File: config.mk
export PLATFORM = sky130hd
export DESIGN_NAME = tictactoe_game_ctrl
export DESIGN_NICKNAME = d
export VERILOG_FILES = /design/src/rtl/tictactoe_pkg.sv /design/src/rtl/tictactoe_win_check.sv /design/src/rtl/tictactoe_game_ctrl.sv
export SDC_FILE = /design/constraint.sdc
export NUM_CORES = 1
export LEC_CHECK = 0
export ABC_AREA = 1
export CAP_MARGIN = 25
export CORE_MARGIN = 2
export CORE_UTILIZATION = 41
export CTS_CLUSTER_DIAMETER = 120
export CTS_CLUSTER_SIZE = 28
export DETAILED_ROUTE_END_ITERATION = 8
export HOLD_SLACK_MARGIN = 0.08
export PLACE_DENSITY = 0.68
export SYNTH_ARGS = -nofsm -noshare
export SYNTH_HDL_FRONTEND = slang
export SYNTH_SLANG_ARGS = --single-unit
export TNS_END_PERCENT = 100
File: constraint.sdc
create_clock -name clock_i -period 1.8 [get_ports clock_i]
set_input_delay 0.36 -clock clock_i [delete_from_list [all_inputs] [get_ports clock_i]]
set_output_delay 0.36 -clock clock_i [all_outputs]
set_load 0.02 [all_outputs]
File: src/rtl/tictactoe_pkg.sv
// Shared definitions for the tic-tac-toe game controller: cell and difficulty
// codes, the sequencer state enum, the eight win lines and board helpers.
package tictactoe_pkg;

    localparam int NUM_CELLS = 9;
    localparam int NUM_LINES = 8;

    // Cell occupancy codes; 2'd3 is never written to the board.
    localparam logic [1:0] CELL_CPU   = 2'd0;
    localparam logic [1:0] CELL_HUMAN = 2'd1;
    localparam logic [1:0] CELL_EMPTY = 2'd2;

    // Move-engine difficulty codes.
    localparam logic [1:0] FACIL   = 2'd0;
    localparam logic [1:0] MEDIO   = 2'd1;
    localparam logic [1:0] DIFICIL = 2'd2;

    localparam logic [17:0] BOARD_EMPTY = 18'h2AAAA;

    typedef enum logic [2:0] {
        IDLE       = 3'd0,
        HUMAN_TURN = 3'd1,
        CPU_REQ    = 3'd2,
        CHECK      = 3'd3,
        DONE       = 3'd4
    } state_e;

    // Cell-index triples: three rows, three columns, two diagonals.
    localparam logic [3:0] WIN_LINES [NUM_LINES][3] = '{
        '{4'd0, 4'd1, 4'd2},
        '{4'd3, 4'd4, 4'd5},
        '{4'd6, 4'd7, 4'd8},
        '{4'd0, 4'd3, 4'd6},
        '{4'd1, 4'd4, 4'd7},
        '{4'd2, 4'd5, 4'd8},
        '{4'd0, 4'd4, 4'd8},
        '{4'd2, 4'd4, 4'd6}
    };

    // A move is legal only on an in-range cell that is still empty.
    function automatic logic cell_is_free(input logic [17:0] board, input logic [3:0] idx);
        logic free;
        free = 1'b0;
        for (int i = 0; i < NUM_CELLS; i++) begin
            if (idx == 4'(i) && board[2*i +: 2] == CELL_EMPTY) begin
                free = 1'b1;
            end
        end
        return free;
    endfunction

    function automatic logic [17:0] set_cell(input logic [17:0] board, input logic [3:0] idx,
                                             input logic [1:0] code);
        logic [17:0] r;
        r = board;
        for (int i = 0; i < NUM_CELLS; i++) begin
            if (idx == 4'(i)) begin
                r[2*i +: 2] = code;
            end
        end
        return r;
    endfunction

    // Lowest-index empty cell; scanning downwards lets the lowest match win.
    function automatic logic [3:0] first_empty(input logic [17:0] board);
        logic [3:0] r;
        r = 4'd0;
        for (int i = NUM_CELLS - 1; i >= 0; i--) begin
            if (board[2*i +: 2] == CELL_EMPTY) begin
                r = 4'(i);
            end
        end
        return r;
    endfunction

    // Code 3 is not a level of its own; the engine sees it as dificil.
    function automatic logic [1:0] norm_difficulty(input logic [1:0] d);
        return (d == 2'd3) ? DIFICIL : d;
    endfunction

endpackage

File: src/rtl/tictactoe_win_check.sv
// Combinational three-in-a-row detector over the 3x3 board.
module tictactoe_win_check
    import tictactoe_pkg::*;
(
    input  logic [17:0] board_i,
    output logic        win_o,
    output logic [1:0]  win_code_o
);

    logic [NUM_LINES-1:0] line_hit;
    logic [1:0]           line_code [NUM_LINES];

    generate
        for (genvar gi = 0; gi < NUM_LINES; gi++) begin : g_line
            logic [1:0] cell_a;
            logic [1:0] cell_b;
            logic [1:0] cell_c;
            assign cell_a        = board_i[2*WIN_LINES[gi][0] +: 2];
            assign cell_b        = board_i[2*WIN_LINES[gi][1] +: 2];
            assign cell_c        = board_i[2*WIN_LINES[gi][2] +: 2];
            assign line_hit[gi]  = (cell_a == cell_b) && (cell_b == cell_c) && (cell_a != CELL_EMPTY);
            assign line_code[gi] = cell_a;
        end
    endgenerate

    // Report the code of the lowest-numbered completed line.
    always_comb begin
        win_o      = |line_hit;
        win_code_o = CELL_EMPTY;
        for (int i = NUM_LINES - 1; i >= 0; i--) begin
            if (line_hit[i]) begin
                win_code_o = line_code[i];
            end
        end
    end

endmodule

File: src/rtl/tictactoe_game_ctrl.sv
// Tic-tac-toe game sequencer: owns the board, alternates human and CPU turns,
// and detects win/draw after every placement.
// Optional CPU watchdog enabled by defining TICTACTOE_CPU_TIMEOUT_EN.
module tictactoe_game_ctrl
    import tictactoe_pkg::*;
#(
    parameter int HUMAN_FIRST    = 1,
    parameter int TIMEOUT_CYCLES = 255
) (
    input  logic        clock_i,
    input  logic        reset_i,
    input  logic        start_i,
    input  logic [1:0]  difficulty_i,
    input  logic        player_valid_i,
    input  logic [3:0]  player_cell_i,
    output logic        player_ready_o,
    output logic        cpu_req_o,
    input  logic        cpu_ack_i,
    input  logic [3:0]  cpu_cell_i,
    output logic [1:0]  cpu_difficulty_o,
    output logic [17:0] board_o,
    output logic [3:0]  move_count_o,
    output logic        game_over_o,
    output logic [1:0]  winner_o,
    output logic        err_o
);

    state_e      state_q, state_d;
    logic [17:0] board_q, board_d;
    logic [3:0]  count_q, count_d;
    logic [1:0]  winner_q, winner_d;
    logic [1:0]  diff_q, diff_d;
    logic        err_q, err_d;
    logic        last_human_q, last_human_d;
`ifdef TICTACTOE_CPU_TIMEOUT_EN
    logic [7:0]  wdog_q, wdog_d;
`endif

    logic        win;
    logic [1:0]  win_code;

    tictactoe_win_check u_win_check (
        .board_i    (board_q),
        .win_o      (win),
        .win_code_o (win_code)
    );

    // State and datapath registers; reset abandons any game in progress.
    always_ff @(posedge clock_i or posedge reset_i) begin
        if (reset_i) begin
            state_q      <= IDLE;
            board_q      <= BOARD_EMPTY;
            count_q      <= 4'd0;
            winner_q     <= CELL_EMPTY;
            diff_q       <= FACIL;
            err_q        <= 1'b0;
            last_human_q <= 1'b0;
`ifdef TICTACTOE_CPU_TIMEOUT_EN
            wdog_q       <= 8'd0;
`endif
        end else begin
            state_q      <= state_d;
            board_q      <= board_d;
            count_q      <= count_d;
            winner_q     <= winner_d;
            diff_q       <= diff_d;
            err_q        <= err_d;
            last_human_q <= last_human_d;
`ifdef TICTACTOE_CPU_TIMEOUT_EN
            wdog_q       <= wdog_d;
`endif
        end
    end

    // Next-state logic: move legality, placement, win/draw evaluation.
    always_comb begin
        state_d      = state_q;
        board_d      = board_q;
        count_d      = count_q;
        winner_d     = winner_q;
        diff_d       = diff_q;
        err_d        = 1'b0;
        last_human_d = last_human_q;
`ifdef TICTACTOE_CPU_TIMEOUT_EN
        wdog_d       = wdog_q;
`endif
        case (state_q)
            IDLE, DONE: begin
                if (start_i) begin
                    board_d  = BOARD_EMPTY;
                    count_d  = 4'd0;
                    winner_d = CELL_EMPTY;
                    diff_d   = norm_difficulty(difficulty_i);
                    state_d  = (HUMAN_FIRST != 0) ? HUMAN_TURN : CPU_REQ;
`ifdef TICTACTOE_CPU_TIMEOUT_EN
                    wdog_d   = 8'd0;
`endif
                end
            end
            HUMAN_TURN: begin
                if (player_valid_i) begin
                    if (cell_is_free(board_q, player_cell_i)) begin
                        board_d      = set_cell(board_q, player_cell_i, CELL_HUMAN);
                        count_d      = count_q + 4'd1;
                        last_human_d = 1'b1;
                        state_d      = CHECK;
                    end else begin
                        err_d = 1'b1;
                    end
                end
            end
            CPU_REQ: begin
                if (cpu_ack_i && cell_is_free(board_q, cpu_cell_i)) begin
                    board_d      = set_cell(board_q, cpu_cell_i, CELL_CPU);
                    count_d      = count_q + 4'd1;
                    last_human_d = 1'b0;
                    state_d      = CHECK;
`ifdef TICTACTOE_CPU_TIMEOUT_EN
                end else if (wdog_q == 8'(TIMEOUT_CYCLES)) begin
                    // Engine stalled: play the lowest free cell on its behalf.
                    board_d      = set_cell(board_q, first_empty(board_q), CELL_CPU);
                    count_d      = count_q + 4'd1;
                    last_human_d = 1'b0;
                    err_d        = 1'b1;
                    state_d      = CHECK;
                end else begin
                    wdog_d = wdog_q + 8'd1;
                    err_d  = cpu_ack_i;
                end
`else
                end else begin
                    err_d = cpu_ack_i;
                end
`endif
            end
            CHECK: begin
                if (win) begin
                    winner_d = win_code;
                    state_d  = DONE;
                end else if (count_q == 4'd9) begin
                    state_d = DONE;
                end else begin
                    state_d = last_human_q ? CPU_REQ : HUMAN_TURN;
                end
`ifdef TICTACTOE_CPU_TIMEOUT_EN
                wdog_d = 8'd0;
`endif
            end
            default: state_d = IDLE;
        endcase
    end

    assign player_ready_o   = (state_q == HUMAN_TURN);
    assign cpu_req_o        = (state_q == CPU_REQ);
    assign game_over_o      = (state_q == DONE);
    assign cpu_difficulty_o = diff_q;
    assign board_o          = board_q;
    assign move_count_o     = count_q;
    assign winner_o         = winner_q;
    assign err_o            = err_q;

endmodule

### Yosys cells after proc, flatten, opt, wreduce, memory -nomap -nowiden

Index checks and enable logic that the tools add are counted.

* register bits: 31
* output and inout port bits: 30
* word-level logic and storage cells: 225
* input bits: 15

* add/subtract/negate cells: 1
* reduce and logical (&&, ||, !) cells: 57
* equal/unequal tests: 75
* muxes and demuxes: 77

Operators with widths (count)
* $mux W18: 4
* $reduce_and A7 Y1: 9
* $mux W2: 30
* $pmux W18 S3: 1
* $ne A2 B1 Y1 const B: 21
* $logic_and A1 B1 Y1: 35
* $eq A2 B2 Y1: 16
* $eq A4 B3 Y1 const B: 8
* $mux W1: 27
* $eq A2 B2 Y1 const B: 10
* $mux W3: 6
* $eq A4 B2 Y1 const B: 4
* $mux W4: 4
* $ne A2 B2 Y1 const B: 7
* $eq A4 B4 Y1 const B: 3
* $pmux W3 S4: 1
* $pmux W4 S3: 1
* $eq A4 B1 Y1 const B: 2
* $logic_not A4 Y1: 2
* $reduce_and A4 Y1: 2
* $reduce_or A8 Y1: 1
* $eq A3 B2 Y1 const B: 2
* $reduce_and A5 Y1: 1
* $add A4 B1 Y4 const B: 1
* 10 further kinds: 12

### Longest topological paths before layout

Gate-level depths: netlist of the first run.

* word-level depth: 16
* gate-level depth with buffers: 16
* gate-level depth less buffers: 15

### Hierarchy

A second synthesis of the first run with hierarchy kept.

* cell total of the unflattened synthesis: 394
* area total of the unflattened synthesis: 2514.9 sq um

Modules (own cells, without submodules)
* tictactoe_game_ctrl: cells an instance 281, instances 1, seq. area each 788.3 sq um, area an instance 1955.6 sq um
* tictactoe_win_check: cells an instance 113, instances 1, seq. area each 0.0 sq um, area an instance 559.3 sq um

### Least setup slack after synthesis of the first run

Ideal clock, no wire load.

* path kind: flip-flop to flip-flop
* start: register board_q[1], in the netlist board_o[1]
* end: register board_q[6], in the netlist board_o[6]
* clock period less this slack: 1.851 ns
* data arrival time: 1.733 ns
* setup slack: -0.051 ns
* stages on the path, launching flop included: 14
* required time: 1.682 ns
* library setup time: 0.118 ns
* path buffers: 2
* cells stage by stage: dfstp_2 buf_2 inv_2 nor2_1 nand3_1 o21ai_1 nor2_1 nand3_2 o21ai_2 nor2_8 buf_6 nand3_2 nand2_1 nand2_1

* word-level cells in the longest chain between the ends: 15
* elaborated cells between the ends (all ways): 28
* classes of those cells: eq/ne: 3; mux: 21; reduce/logical: 4

Ends and longest elaborated chain
* from (decl): RTL line tictactoe_game_ctrl.sv:29 `logic [17:0] board_q, board_d;`
* from (signal assigned): RTL line tictactoe_game_ctrl.sv:63 `board_q <= board_d;`
* $eq A2 B2 Y1 *: RTL line tictactoe_pkg.sv:45 `if (idx == 4'(i) && board[2*i +: 2] == CELL_EMPTY) begin`
* $logic_and A1 B1 Y1: RTL line tictactoe_pkg.sv:45
* $mux W1 (9 in series): RTL line tictactoe_pkg.sv:45
* $mux W1 (on tied branches): RTL line tictactoe_game_ctrl.sv:101, tictactoe_game_ctrl.sv:87
* $mux W1 / $logic_and A1 B1 Y1 (equally long branches): RTL line tictactoe_game_ctrl.sv:87, tictactoe_game_ctrl.sv:113
* $ne A2 B1 Y1 (no source line)
* $reduce_and A7 Y1 (no source line) *

Every way passes the cells marked *; elsewhere a longest branch is shown, timed or not. The select of a mux whose other input is x is not followed.
A chain may end at the register's enable or synchronous reset.

### Worst setup path after layout of the first run

* start: register board_q[1], in the netlist board_o[1]
* end: register board_q[0], in the netlist board_o[0]

Same word-level chain as after synthesis.

==> reports/metrics.yaml, run 1 <==
outcome:
  status: "finished, violations left"
  violations: "setup timing"
pwr:
  powerDensity_mw_per_mm2: 2120
  ir_drop_uv: 1210
  power.switching_mw: 4.30
  power_frac_clock_pct: 6.8
  p_leak_nw: 2.15
  comb_power_share_pct: 75.9
  internal-power_mw: 4.43
  pwr-share-seq_pct: 17.3
  swShare_pct: 49.3
critical_path:
  path_cells: "inv_4 > nor2_4 > buf_4 > nand3_1 > o21ai_1 > nor2_1 > nand3_2 > o21ai_4 > nor2_4 > nand3_2 > nand2_1 > nand2_1"
  worst-path-max-fanout: 5
  r2r_end: "board_o[0]$_DFFE_PP0P_"
  worstSetupPathType: "flip-flop to flip-flop"
  critPathSlowestCell: "dfstp_2"
  cp.arrival_ns: 2.16
  worstPathRequired_ns: 1.98
  startpoint: "board_o[1]$_DFFE_PP1P_"
  ff2ff_path_depth: 12
  startpoint_type: "flip-flop"
  r2r-start: "board_o[1]$_DFFE_PP1P_"
  endpoint: "board_o[0]$_DFFE_PP0P_"
  r2r_slack_ns: -0.19
  endpoint_kind: "flip-flop"
  cp_slowest_stage_delay_ns: 0.57
die:
  die_h_um: 81.4
  initial_core_util_pct: 41.9
  fp.dieW_um: 81.4
  dieArea_mm2: 0.00662
  io_pins: 45
  core_mm2: 0.00585
  rows: 28
clock_tree:
  cts_buffers: 5
  cts.path.max_buffers: 2
  clk_pin_slew_worst_paths_ns: 0.07
  cts_root_buf: "clkbuf_8"
  cts_tree: "built"
  clkSinkCount: 31
  worst_skew_pair.late_latency_ns: 0.29
  cts_max_level: 2
  cts_hold_buffers: 0
logic_synthesis:
  syn_area_per_cell_um2: 6.51
  yosysSeqAreaShare_pct: 32.1
  synth_fp_nets: 394
  synth_cell_types: 35
  syn_area_mm2: 0.00245
  yosysWarningCount: 0
  ys_ff_latch: 31
  synth_cells: 377
detailed_routing:
  drcViolationCount: 0
  drtIter0Drc: 239
  totalWireLength_um: 9440
  drtAntennaViolNets: 0
  drt_pass1_iterations: 5
  routedWlPerCell_um: 16.1
  vias: 3236
  viasPerCell: 5.52
place:
  gp_congestion: 0.959
  portBuffers: 44
  dp.cells: 545
  post-dp-hpwl_um: 5790
  dp_slack_ns: -0.505
final_layout:
  nets: 527
  areaGrowthSynthToFinish_pct: 68.2
  drive_gt1_share_pct: 37.6
  final_util_pct: 70.5
  antennaDiodeCount: 0
  fin_cells: 586
  final_cell_mix: "nand2_1, buf_4, inv_1"
  final_common_cell: "nand2_1"
sta:
  worst_slew_pin_slew_ns: 0.481
  grt_setup_unrepaired: "true"
  finalSetupViolCount: 28
  slew_violations: 0
  hold_slack_ns: 0.455
  hold_violations: 0
  skew_ns: 0.00695
  slew-limit-headroom_pct: 67.7
  max_clock_freq_mhz: 503
  post-route-period-util_pct: 110
  period_needed_ns: 1.99
  finalWorstSetupSlack_ns: -0.188
grt:
  antenna_found_initial: 0
  grt_usage_pct: 28.6
  grt_pass1_wl_um: 14400
  grt_pass1_vias: 3093
  grt_overflow: 0
  grt_max_degree: 32
min_path:
  hp-class: "primary input to async pin"
run:
  drv_cap: 0
-- critical path: cells and delay by family (launching register included) --
family	cells	cell delay [ns]
flip-flops	1	0.57
buffers and inverters	2	0.20
AND/OR/NAND/NOR	8	0.91
AO/OA/AOI/OAI	2	0.22
-- cell families after synthesis --
| logic type | synth area share [%] |
|---|---|
| XOR/XNOR | 0.714 |
| adder cells (fa/ha/maj) | 1.02 |
| flip-flops | 32.1 |
| AO/OA/AOI/OAI | 10.5 |
| buffers and inverters | 11.6 |
| AND/OR/NAND/NOR | 44.1 |
-- area by class of cell --
| cell class | instances | area [um2] |
|---|---|---|
| fillers | 432 | 1720 |
| multi-input cells | 278 | 1670 |
| repair buffers | 136 | 1250 |
| flip-flops and latches | 31 | 793 |
| inverters | 58 | 225 |
| well taps | 75 | 93.8 |
| clock buffers | 7 | 86.3 |
| clock inverters | 1 | 5.00 |
-- repair_timing --
item                       in CTS  in global routing
buffers inserted               22                  8
gates cloned                    5                  0
hold endpoints to repair        0                  0
setup endpoints to repair      45                 36
gates resized for setup        70                 45
pin swaps                      34                 19
-- through the flow --
stage | instance area [um2] | power, mW | TNS [ns]
global placement | 3410 | 6.05 | -11.29
floorplan | 2470 | 4.14 | 0
finish | 4130 | 8.73 | -3.21
global route | 4130 | 9.21 | -5.87
CTS | 3920 | 7.95 | -1.09
detailed placement | 3410 | 6.13 | -11.96
-- registers in the layout, indices dropped and copies added (netlist names) --
signal,flops
cpu_difficulty_o,2
state_q,3
winner_o,2
board_o,18
err_o,1
last_human_q,1
move_count_o,4
-- power groups by stage --
stage	Clock, mW	Combinational [mW]	Sequential [mW]
after floorplan	0	2.42	1.71
after global placement	0	4.53	1.52
after detailed placement	0	4.61	1.51
after CTS	0.572	5.93	1.45
after global routing	0.612	7.05	1.55
final	0.597	6.62	1.51
-- cell usage after synthesis (all sizes together) --
cell / n / area (um2)
dfstp: 10 / 263
o211ai: 1 / 7.51
o21bai: 1 / 7.51
a21oi: 11 / 58.8
a22oi: 1 / 7.51
nand4: 21 / 131
or2: 2 / 12.5
ha: 2 / 25.0
o21ai: 11 / 58.8
inv: 56 / 210
o31ai: 3 / 22.5
buf: 10 / 58.8
clkinv: 2 / 7.51
o22ai: 4 / 25.0
nand2: 111 / 419
dfrtp: 21 / 526
xor2: 2 / 17.5
clkbuf: 2 / 7.51
nor2: 35 / 160
nand3: 42 / 230
a22o: 8 / 70.1
nand3b: 1 / 7.51
nor3: 20 / 120
-- metal layers --
layer / up-vias / GRT usage, % / routed length (um)
met5: - / 0 / 0
met4: 0 / 14.6 / 309
met3: 34 / 4.44 / 619
met2: 163 / 49.8 / 4810
met1: 1522 / 33.9 / 3700
li1: 1517 / - / -
-- worst min-delay path by stage --
stage | from | endpoint | slack [ns] | cells after the start
after floorplan | reset_i | board_o[0]$_DFFE_PP0P_ | 0.46 | 1
after global placement | cpu_difficulty_o[1]$_DFFE_PP0P_ | cpu_difficulty_o[1]$_DFFE_PP0P_ | 0.48 | 2
after detailed placement | move_count_o[3]$_DFFE_PP0P_ | move_count_o[3]$_DFFE_PP0P_ | 0.49 | 2
after CTS | reset_i | move_count_o[1]$_DFFE_PP0P_ | 0.46 | 3
after global routing | reset_i | move_count_o[1]$_DFFE_PP0P_ | 0.53 | 3
final | reset_i | move_count_o[1]$_DFFE_PP0P_ | 0.46 | 3
Power figures use the tool's default switching activity.
==> run 2, diff against run 1 <==
- CAP_MARGIN: 25 -> unset
==> results of run 2 <==
The final DEF is identical to that of run 1; final timing and power are the same.
